$ cat src/rtl/uart_tx_arbiter_if.sv
// Byte-producer request bus for uart_tx_arbiter.
// Producers drive valid/last/data; the arbiter answers with a one-hot ready pulse.
interface uart_tx_arbiter_if #(
    parameter int N_REQ = 4
);
    logic [N_REQ-1:0]   req_valid;
    logic [N_REQ-1:0]   req_last;
    logic [8*N_REQ-1:0] req_data;
    logic [N_REQ-1:0]   req_ready;

    modport master (
        output req_valid,
        output req_last,
        output req_data,
        input  req_ready
    );

    modport slave (
        input  req_valid,
        input  req_last,
        input  req_data,
        output req_ready
    );
endinterface

$ cat src/rtl/uart_tx_arbiter.sv
// Round-robin arbiter/sequencer sharing one uart_tx_8n1 among N_REQ producers.
// Multi-byte messages keep the grant locked to one owner until its last byte.
module uart_tx_arbiter #(
    parameter int              N_REQ      = 4,
    parameter int              GAP_CYCLES = 2,
    parameter int              TO_W       = 16,
    parameter logic [TO_W-1:0] TIMEOUT    = 16'd40000
) (
    input  logic                 clk,
    input  logic                 rst_n,
    uart_tx_arbiter_if.slave     req,
    output logic [N_REQ-1:0]     grant,
    output logic                 busy,
    output logic [7:0]           tx_txbyte,
    output logic                 tx_senddata,
    input  logic                 tx_txdone,
    output logic                 timeout_err
);

    localparam int PW = $clog2(N_REQ);
    localparam int GW = (GAP_CYCLES > 1) ? $clog2(GAP_CYCLES) : 1;
    localparam logic [GW-1:0] GAP_LAST =
        GW'((GAP_CYCLES > 0) ? GAP_CYCLES - 1 : 0);
    localparam logic [TO_W-1:0] TO_LAST =
        (TIMEOUT > 0) ? TIMEOUT - TO_W'(1) : '0;

    typedef enum logic [2:0] {
        IDLE,
        START,
        WAIT_BUSY,
        WAIT_DONE,
        GAP
    } state_t;

    state_t            state_q, state_d;
    logic [PW-1:0]     rr_q, rr_d;
    logic              lock_q, lock_d;
    logic [N_REQ-1:0]  grant_q, grant_d;
    logic [7:0]        byte_q, byte_d;
    logic [N_REQ-1:0]  ready_q, ready_d;
    logic              terr_q, terr_d;
    logic [GW-1:0]     gap_q, gap_d;
    logic [TO_W-1:0]   to_q, to_d;

    logic              win_found;
    logic [PW-1:0]     win_idx;
    logic [N_REQ-1:0]  win_oh;
    logic [PW-1:0]     scan_idx;
    logic [TO_W-1:0]   to_inc;
    logic              to_hit;

    // Scan downward so the requester nearest after rr_q is the last write.
    always_comb begin
        win_found = 1'b0;
        win_idx   = rr_q;
        scan_idx  = '0;
        if (lock_q) begin
            win_found = req.req_valid[rr_q];
        end else begin
            for (int k = N_REQ; k >= 1; k--) begin
                scan_idx = PW'((int'(rr_q) + k) % N_REQ);
                if (req.req_valid[scan_idx]) begin
                    win_found = 1'b1;
                    win_idx   = scan_idx;
                end
            end
        end
        win_oh = N_REQ'(1) << win_idx;
    end

    assign to_inc = (to_q == '1) ? to_q : to_q + TO_W'(1);
    assign to_hit = (to_q >= TO_LAST);

    always_comb begin
        state_d = state_q;
        rr_d    = rr_q;
        lock_d  = lock_q;
        grant_d = grant_q;
        byte_d  = byte_q;
        ready_d = '0;
        terr_d  = 1'b0;
        gap_d   = gap_q;
        to_d    = to_q;
        unique case (state_q)
            IDLE: begin
                to_d = '0;
                if (tx_txdone && win_found) begin
                    ready_d = win_oh;
                    byte_d  = req.req_data[win_idx*8 +: 8];
                    grant_d = win_oh;
                    rr_d    = win_idx;
                    lock_d  = ~req.req_last[win_idx];
                    state_d = START;
                end else if (lock_q && !req.req_valid[rr_q]) begin
                    if (to_hit) begin
                        terr_d  = 1'b1;
                        lock_d  = 1'b0;
                        grant_d = '0;
                    end else begin
                        to_d = to_inc;
                    end
                end
            end
            START: begin
                to_d    = '0;
                state_d = WAIT_BUSY;
            end
            WAIT_BUSY: begin
                if (!tx_txdone) begin
                    to_d    = '0;
                    state_d = WAIT_DONE;
                end else if (to_hit) begin
                    to_d    = '0;
                    terr_d  = 1'b1;
                    lock_d  = 1'b0;
                    grant_d = '0;
                    state_d = IDLE;
                end else begin
                    to_d = to_inc;
                end
            end
            WAIT_DONE: begin
                if (tx_txdone) begin
                    to_d  = '0;
                    gap_d = '0;
                    if (GAP_CYCLES == 0) begin
                        state_d = IDLE;
                        if (!lock_q) grant_d = '0;
                    end else begin
                        state_d = GAP;
                    end
                end else if (to_hit) begin
                    to_d    = '0;
                    terr_d  = 1'b1;
                    lock_d  = 1'b0;
                    grant_d = '0;
                    state_d = IDLE;
                end else begin
                    to_d = to_inc;
                end
            end
            GAP: begin
                to_d = '0;
                if (gap_q == GAP_LAST) begin
                    state_d = IDLE;
                    if (!lock_q) grant_d = '0;
                end else begin
                    gap_d = gap_q + GW'(1);
                end
            end
            default: begin
                state_d = IDLE;
            end
        endcase
    end

    always_ff @(posedge clk or negedge rst_n) begin
        if (!rst_n) begin
            state_q <= IDLE;
            rr_q    <= PW'(N_REQ - 1);
            lock_q  <= 1'b0;
            grant_q <= '0;
            byte_q  <= 8'h00;
            ready_q <= '0;
            terr_q  <= 1'b0;
            gap_q   <= '0;
            to_q    <= '0;
        end else begin
            state_q <= state_d;
            rr_q    <= rr_d;
            lock_q  <= lock_d;
            grant_q <= grant_d;
            byte_q  <= byte_d;
            ready_q <= ready_d;
            terr_q  <= terr_d;
            gap_q   <= gap_d;
            to_q    <= to_d;
        end
    end

    assign req.req_ready = ready_q;
    assign grant         = grant_q;
    assign tx_txbyte     = byte_q;
    assign tx_senddata   = (state_q == START);
    assign timeout_err   = terr_q;
    assign busy          = (state_q != IDLE) || lock_q;

endmodule

$ cat src/flat_wrapper.sv
// flat-port wrapper written by rule: the top's interface ports become plain ports
module uart_tx_arbiter_flat 
#(
    parameter int              N_REQ      = 4,
    parameter int              GAP_CYCLES = 2,
    parameter int              TO_W       = 16,
    parameter logic [TO_W-1:0] TIMEOUT    = 16'd40000
)
  (clk, rst_n, grant, busy, tx_txbyte, tx_senddata, tx_txdone, timeout_err, req_req_valid, req_req_last, req_req_data, req_req_ready);
  uart_tx_arbiter_if #(.N_REQ(N_REQ)) req_i ();
  input  logic clk;
  input  logic rst_n;
  output logic [N_REQ-1:0] grant;
  output logic busy;
  output logic [7:0] tx_txbyte;
  output logic tx_senddata;
  input  logic tx_txdone;
  output logic timeout_err;
  input wire logic [$bits(req_i.req_valid)-1:0] req_req_valid;
  input wire logic [$bits(req_i.req_last)-1:0] req_req_last;
  input wire logic [$bits(req_i.req_data)-1:0] req_req_data;
  output wire logic [$bits(req_i.req_ready)-1:0] req_req_ready;
  assign req_i.req_valid = req_req_valid;
  assign req_i.req_last = req_req_last;
  assign req_i.req_data = req_req_data;
  assign req_req_ready = req_i.req_ready;
  uart_tx_arbiter #(.N_REQ(N_REQ), .GAP_CYCLES(GAP_CYCLES), .TO_W(TO_W), .TIMEOUT(TIMEOUT)) u_core (.clk(clk), .rst_n(rst_n), .req(req_i), .grant(grant), .busy(busy), .tx_txbyte(tx_txbyte), .tx_senddata(tx_senddata), .tx_txdone(tx_txdone), .timeout_err(timeout_err));
endmodule
$ cat config.mk
export PLATFORM = sky130hd
export DESIGN_NAME = uart_tx_arbiter_flat
export DESIGN_NICKNAME = d
export VERILOG_FILES = /design/src/rtl/uart_tx_arbiter_if.sv /design/src/rtl/uart_tx_arbiter.sv /design/src/flat_wrapper.sv
export SDC_FILE = /design/constraint.sdc
export NUM_CORES = 1
export LEC_CHECK = 0
export BUFFER_PORTS_ARGS = -buffer_cell sky130_fd_sc_hd__buf_4
export CAP_MARGIN = 20
export CELL_PAD_IN_SITES_DETAIL_PLACEMENT = 1
export CELL_PAD_IN_SITES_GLOBAL_PLACEMENT = 1
export CORE_UTILIZATION = 43
export CTS_CLUSTER_SIZE = 14
export DETAILED_ROUTE_END_ITERATION = 6
export PLACE_DENSITY = 0.88
export SYNTH_ARGS = -nofsm -noshare
export SYNTH_HDL_FRONTEND = slang
export SYNTH_SLANG_ARGS = --single-unit
$ cat constraint.sdc
create_clock -name clk -period 3.5 [get_ports clk]
set_clock_uncertainty 0.05 [all_clocks]
set_input_delay 0.175 -clock clk [delete_from_list [all_inputs] [get_ports clk]]
set_output_delay 0.175 -clock clk [all_outputs]
set_load 0.02 [all_outputs]
==> results of run 1 <==
## stage by stage
stage	power, W	setup slack [ps]
after floorplan	0.001548	1318
after global placement	0.001836	1049
after detailed placement	0.001899	897.9
after CTS	0.002353	892.4
after global routing	0.002494	724.3
final	0.002337	897.0
## kinds of logic (layout without fill, tap and decap cells)
group / Yosys count / in the layout / share of synthesized area, %
and+or+nand+nor: 121 / 121 / 25.99
DFF: 40 / 40 / 40.71
muxes: 20 / 20 / 8.122
adders and majority gates: 1 / 1 / 0.5075
xor gates and xnor gates: 12 / 12 / 4.264
buffers and inverters: 17 / 76 / 4.111
AOI/OAI and AO/OA: 53 / 53 / 16.30
## state kept, by name, indices dropped and copies added (netlist names)
| name | count |
|---|---|
| u_core.to_q | 16 |
| u_core.lock_q | 1 |
| u_core.gap_q | 1 |
| u_core.timeout_err | 1 |
| u_core.rr_q | 2 |
| u_core.state_q | 3 |
| u_core.grant | 4 |
| u_core.tx_txbyte | 8 |
| u_core.req.req_ready | 4 |
## per-layer routing
layer / wire length (um) / track usage (%)
met4: 51 / 5.660
met3: 289 / 4.353
met5: 0 / 0
met1: 2800 / 28.97
met2: 3528 / 43.01
## synthesized netlist by cell type, types with 2 or more instances
master | number | share of area [%]
nand3b_1 | 2 | 0.61
nor2_1 | 39 | 5.9
a221o_1 | 8 | 3.2
inv_1 | 4 | 0.61
nand2b_4 | 2 | 1.1
o211ai_1 | 3 | 0.91
nand4_1 | 9 | 2.3
nor2_4 | 2 | 0.91
a21oi_1 | 9 | 1.8
buf_6 | 4 | 1.8
or3_1 | 5 | 1.3
mux2i_1 | 20 | 8.1
dfstp_2 | 2 | 2.1
o21ai_0 | 3 | 0.61
xor2_1 | 10 | 3.6
xnor2_1 | 2 | 0.71
nand3_1 | 9 | 1.8
o221ai_1 | 2 | 0.71
dfrtp_1 | 38 | 39
o31ai_1 | 5 | 1.5
a31oi_1 | 3 | 0.76
nor2b_1 | 3 | 0.76
nand2_1 | 19 | 2.9
a21o_1 | 5 | 1.5
nand2b_1 | 5 | 1.3
and3_1 | 2 | 0.51
o2bb2ai_1 | 2 | 0.71
clkbuf_1 | 5 | 0.76
buf_2 | 3 | 0.61
nor4_1 | 4 | 1.0
nor3_1 | 11 | 2.2
## path summary, 6_finish.rpt
check	start	end	slack, ps	depth (start not counted)
worst max-delay path	u_core.rr_q[0]	u_core.tx_txbyte[7]	900	6
worst min register to register	u_core.grant[0]	u_core.grant[0]	470	1
min in group asynchronous	rst_n	u_core.state_q[1]	350	2
worst max register to register	u_core.rr_q[0]	u_core.tx_txbyte[7]	900	6
worst min-delay path	tx_txdone	u_core.state_q[2]	170	3
max in group asynchronous	rst_n	u_core.rr_q[1]	2690	2
## timing repair
item / CTS / global route
hold buffers: 1 / 0
hold endpoints to repair: 38 / 0
resized for setup: 0 / 0
buffers inserted: 0 / 0
## final cells by class
type | count | area [um^2]
well taps | 72 | 90.09
multi-input cells | 207 | 1374
clock buffers | 6 | 72.57
repair buffers | 64 | 483.0
clock inverters | 2 | 60.06
inverters | 4 | 15.01
flip-flops and latches | 40 | 1003
fillers | 630 | 2409
## power by group through the flow
stage / sequential (W) / combinational (W) / clock, W
floorplan: 0.000745 / 0.000804 / 0
global placement: 0.000753 / 0.00108 / 0
detailed placement: 0.000757 / 0.00114 / 0
CTS: 0.000754 / 0.00114 / 0.000455
global route: 0.000777 / 0.00124 / 0.000478
finish: 0.000756 / 0.00113 / 0.000450
## critical path: stages, from the launching register on
cell,delay [ps]
dfstp_2,620
nand2b_4,160
o221ai_1,140
a211oi_1,390
a2bb2oi_2,660
nor3_1,150
a221o_1,300
==> impl_metrics.json, run 1 <==
{
  "fp.dieH_um": 77.71,
  "cts-root-buf": "clkbuf_8",
  "endpoint_kind": "flip-flop",
  "antenna_cells": 0,
  "hold_path_class": "in -> reg",
  "dpl.hpwl_um": 5048,
  "rsz0062_at_grt": "false",
  "cp_max_fo": 18,
  "drv_slew": 0,
  "clock_power_share_pct": 19.2,
  "globalRoute.totalOverflow": 0,
  "worst_hold_slack_ps": 174.2,
  "io_buffers": 61,
  "avgSynthCellArea_um2": 9.337,
  "final_common_cell": "buf_4",
  "tightest_slew_ps": 892.4,
  "seqPwrFrac_pct": 32.3,
  "drtPass1Iterations": 4,
  "cts_tree": "done",
  "finish.utilization_pct": 56.26,
  "fin_crit_sh_pct": 74.37,
  "syn_to_final_growth_pct": 25.69,
  "synth.distinct_cells": 55,
  "synth_cells": 264,
  "worst_setup_path_start_kind": "flip-flop",
  "grt_pass1_vias": 2387,
  "final_cell_mix": "buf_4, nor2_1, dfrtp_1, mux2i_1, nand2_1",
  "io_pins": 62,
  "power_density_nw_per_um2": 754.5,
  "yosysSeqAreaShare_pct": 40.71,
  "drtIter0Drc": 111,
  "synth_nets": 308,
  "viasPerCell": 5.787,
  "wl_per_cell_um": 16.89,
  "h-tree-depth": 2,
  "path_class": "reg -> reg",
  "finalHoldViolations": 0,
  "fin_area_um2": 3098,
  "core_area_um2": 5507,
  "power.internal_w": 0.001366,
  "gp_congestion": 0.8900,
  "placed_cell_area_um2": 2955,
  "numCtsBuffers": 5,
  "grt_max_degree": 41,
  "initial_core_util_pct": 44.76,
  "slew_headroom_pct": 40.00,
  "drc": 0,
  "status": "completed",
  "leakagePower_nw": 1.467,
  "setup_violations": 0,
  "timing.fmax_mhz": 384.2,
  "tns_ps": 0,
  "grtUsageTotal_pct": 23.77,
  "comb_power_share_pct": 48.4,
  "path_clk_slew_ps": 80,
  "rows": 27,
  "final_cells": 395,
  "drv_cap": 0,
  "synth_edf_count": 0,
  "critPathRequiredTime_ps": 3630,
  "synth_seq_cells": 40,
  "layout-drive-gt1-share_pct": 25.70,
  "power.net_switching_w": 0.0009714,
  "grt_pass1_wl_um": 11230,
  "vias": 2286,
  "arrival_ps": 2740,
  "cts.sinks": 40,
  "clock_latency_ps": 290,
  "dieArea_um2": 6039,
  "p_sw_share_pct": 41.56,
  "async_flop_share_pct": 100.0,
  "routed_wirelength_um": 6670,
  "syn_area_um2": 2465,
  "clk_path_buf_depth": 2,
  "ys_warn_count": 0,
  "min_period_ps": 2603,
  "antenna_found_initial": 0,
  "layout.nets": 366,
  "synth_ff_type": "dfrtp_1",
  "dp.cells": 386,
  "die_w_um": 77.71,
  "antenna_left": 0,
  "ir_drop_v": 0.0004451
}
Note: power is estimated with default switching activity, not from simulation.
==> run 2, diff against run 1 <==
--- a/config.mk
+++ b/config.mk
@@ -9,10 +9,10 @@
 export CAP_MARGIN = 20
 export CELL_PAD_IN_SITES_DETAIL_PLACEMENT = 1
 export CELL_PAD_IN_SITES_GLOBAL_PLACEMENT = 1
-export CORE_UTILIZATION = 43
+export CORE_UTILIZATION = 40
 export CTS_CLUSTER_SIZE = 14
 export DETAILED_ROUTE_END_ITERATION = 6
-export PLACE_DENSITY = 0.88
+export PLACE_DENSITY = 0.83
 export SYNTH_ARGS = -nofsm -noshare
 export SYNTH_HDL_FRONTEND = slang
 export SYNTH_SLANG_ARGS = --single-unit
==> constraint.sdc (replaced) <==
create_clock -name clk -period 2.7 [get_ports clk]
set_clock_uncertainty 0.05 [all_clocks]
set_input_delay 0.135 -clock clk [delete_from_list [all_inputs] [get_ports clk]]
set_output_delay 0.135 -clock clk [all_outputs]
set_load 0.02 [all_outputs]
==> impl_metrics.json, run 2 (same netlist as run 1, synthesis figures left out) <==
{
  "viasPerCell": 5.710,
  "post_cts_buffers": 0,
  "setup_violations": 0,
  "routed_wirelength_um": 6518,
  "rows": 28,
  "layout-drive-gt1-share_pct": 27.13,
  "cp_max_fo": 27,
  "drv_cap": 0,
  "tightest_slew_ps": 624.9,
  "drc": 0,
  "cts.sinks": 40,
  "io_pins": 62,
  "largest_reg_flops": 16,
  "fin_area_um2": 3166,
  "rsz0062_at_grt": "false",
  "placed_cell_area_um2": 2997,
  "preCtsSetupSlack_ps": 435.0,
  "drv_slew": 0,
  "cts_resized": 0,
  "dpl.hpwl_um": 4853,
  "clk_path_buf_depth": 2,
  "globalRoute.totalOverflow": 0,
  "reg2reg_from": "u_core.rr_q[0]",
  "fin_crit_sh_pct": 85.23,
  "endpoint_kind": "flip-flop",
  "status": "completed",
  "final_cells": 403,
  "tns_ps": 0,
  "leakagePower_nw": 1.504,
  "antenna_left": 0,
  "clock_latency_ps": 290,
  "crit_path_end": "u_core.grant[0]",
  "path_clk_slew_ps": 80,
  "timing.fmax_mhz": 434.5,
  "dieArea_um2": 6480,
  "gp_congestion": 0.8258,
  "grtUsageTotal_pct": 22.24,
  "layout.nets": 371,
  "io_buffers": 61,
  "h-tree-depth": 2,
  "reg2regPathDepth": 6,
  "initial_core_util_pct": 41.63,
  "arrival_ps": 2490,
  "cts_tree": "done",
  "worst_setup_path_start_kind": "flip-flop",
  "timing.final.ws_setup_ps": 398.7,
  "drtPass1Iterations": 4,
  "antenna_cells": 0,
  "fp.dieH_um": 80.50,
  "r2r_end": "u_core.grant[0]",
  "critical_path.startpoint": "u_core.rr_q[0]",
  "die_w_um": 80.50,
  "power_density_nw_per_um2": 1007,
  "r2r_slack_ps": 400,
  "finalHoldViolations": 0,
  "min_period_ps": 2301,
  "wl_per_cell_um": 16.17,
  "numCtsBuffers": 5,
  "grt_max_degree": 41,
  "largest_register": "u_core.to_q",
  "cts-root-buf": "clkbuf_8",
  "path_class": "reg -> reg",
  "antenna_found_initial": 0,
  "core_area_um2": 5921,
  "grt_pass1_wl_um": 11210,
  "syn_to_final_growth_pct": 28.43,
  "critPathRequiredTime_ps": 2880,
  "final_common_cell": "buf_4",
  "drtIter0Drc": 102,
  "slew_headroom_pct": 58.34,
  "dp.cells": 394,
  "hold_path_class": "in -> reg",
  "final_cell_mix": "buf_4, nor2_1, dfrtp_1, mux2i_1, nand2_1",
  "vias": 2301,
  "grt_pass1_vias": 2402,
  "ir_drop_v": 0.0004374
}
run 2: changes by cell type in the layout (fill, tap and decap cells not counted):
cell / change
bufinv_16: +1
buf_4: +5
clkbuf_1: -1
run 2: what timing repair did:
action | CTS | global route
hold buffers | 1 | 0
endpoints found under the setup margin | 0 | 0
endpoints found under the hold margin | 38 | 0
run 2: critical path, stage by stage, from the launching register on:
cell and delay, ps:
dfstp_2 630, nand2_1 120, and4_4 230, or4_4 690
or2_4 340, nor2_4 90, a21o_1 90
run 2: per-layer routing:
metal,part of all wire [%],wire [um],global-route usage (%),vias up
li1,-,-,-,1096
met1,43,2804,26.83,1138
met2,51,3345,39.41,61
met3,4.7,309,5.114,6
met4,0.87,57,5.714,0
met5,0,0,0,-
run 2: cell type report:
type                            instances  area (um^2)
Clock buffer                            5        68.82
Clock inverter                          3        90.09
Fill cell                             698         2755
Inverter                                4        15.01
Multi-Input combinational cell        207         1374
Sequential cell                        40         1003
Tap cell                               75        93.84
Timing Repair Buffer                   69        520.5
run 2: stage by stage:
step,hold slack (ps),util [%],total power [W]
after CTS,125.7,53.47,0.003208
after floorplan,-210.6,-,0.002007
after detailed placement,101.8,50.61,0.002512
after global routing,136.2,53.47,0.003402
after global placement,94.25,50.61,0.002459
final,131.2,53.47,0.003188
run 2: where the power goes:
part	total, W	switching, W	internal, W
sequential	0.000915	0.000154	0.000761
combinational	0.00159	0.000892	0.000694
clock	0.000687	0.000225	0.000463
run 2: how the worst min path moves through the flow:
stage,slack [ps],depth (start not counted),startpoint,endpoint
2_1_floorplan,-210,0,rst_n,u_core.gap_q
3_3_place_gp,90,1,rst_n,u_core.gap_q
3_5_place_dp,100,1,rst_n,u_core.timeout_err
4_1_cts,130,4,tx_txdone,u_core.state_q[0]
5_1_grt,140,4,tx_txdone,u_core.state_q[0]
6_report,130,4,tx_txdone,u_core.state_q[0]
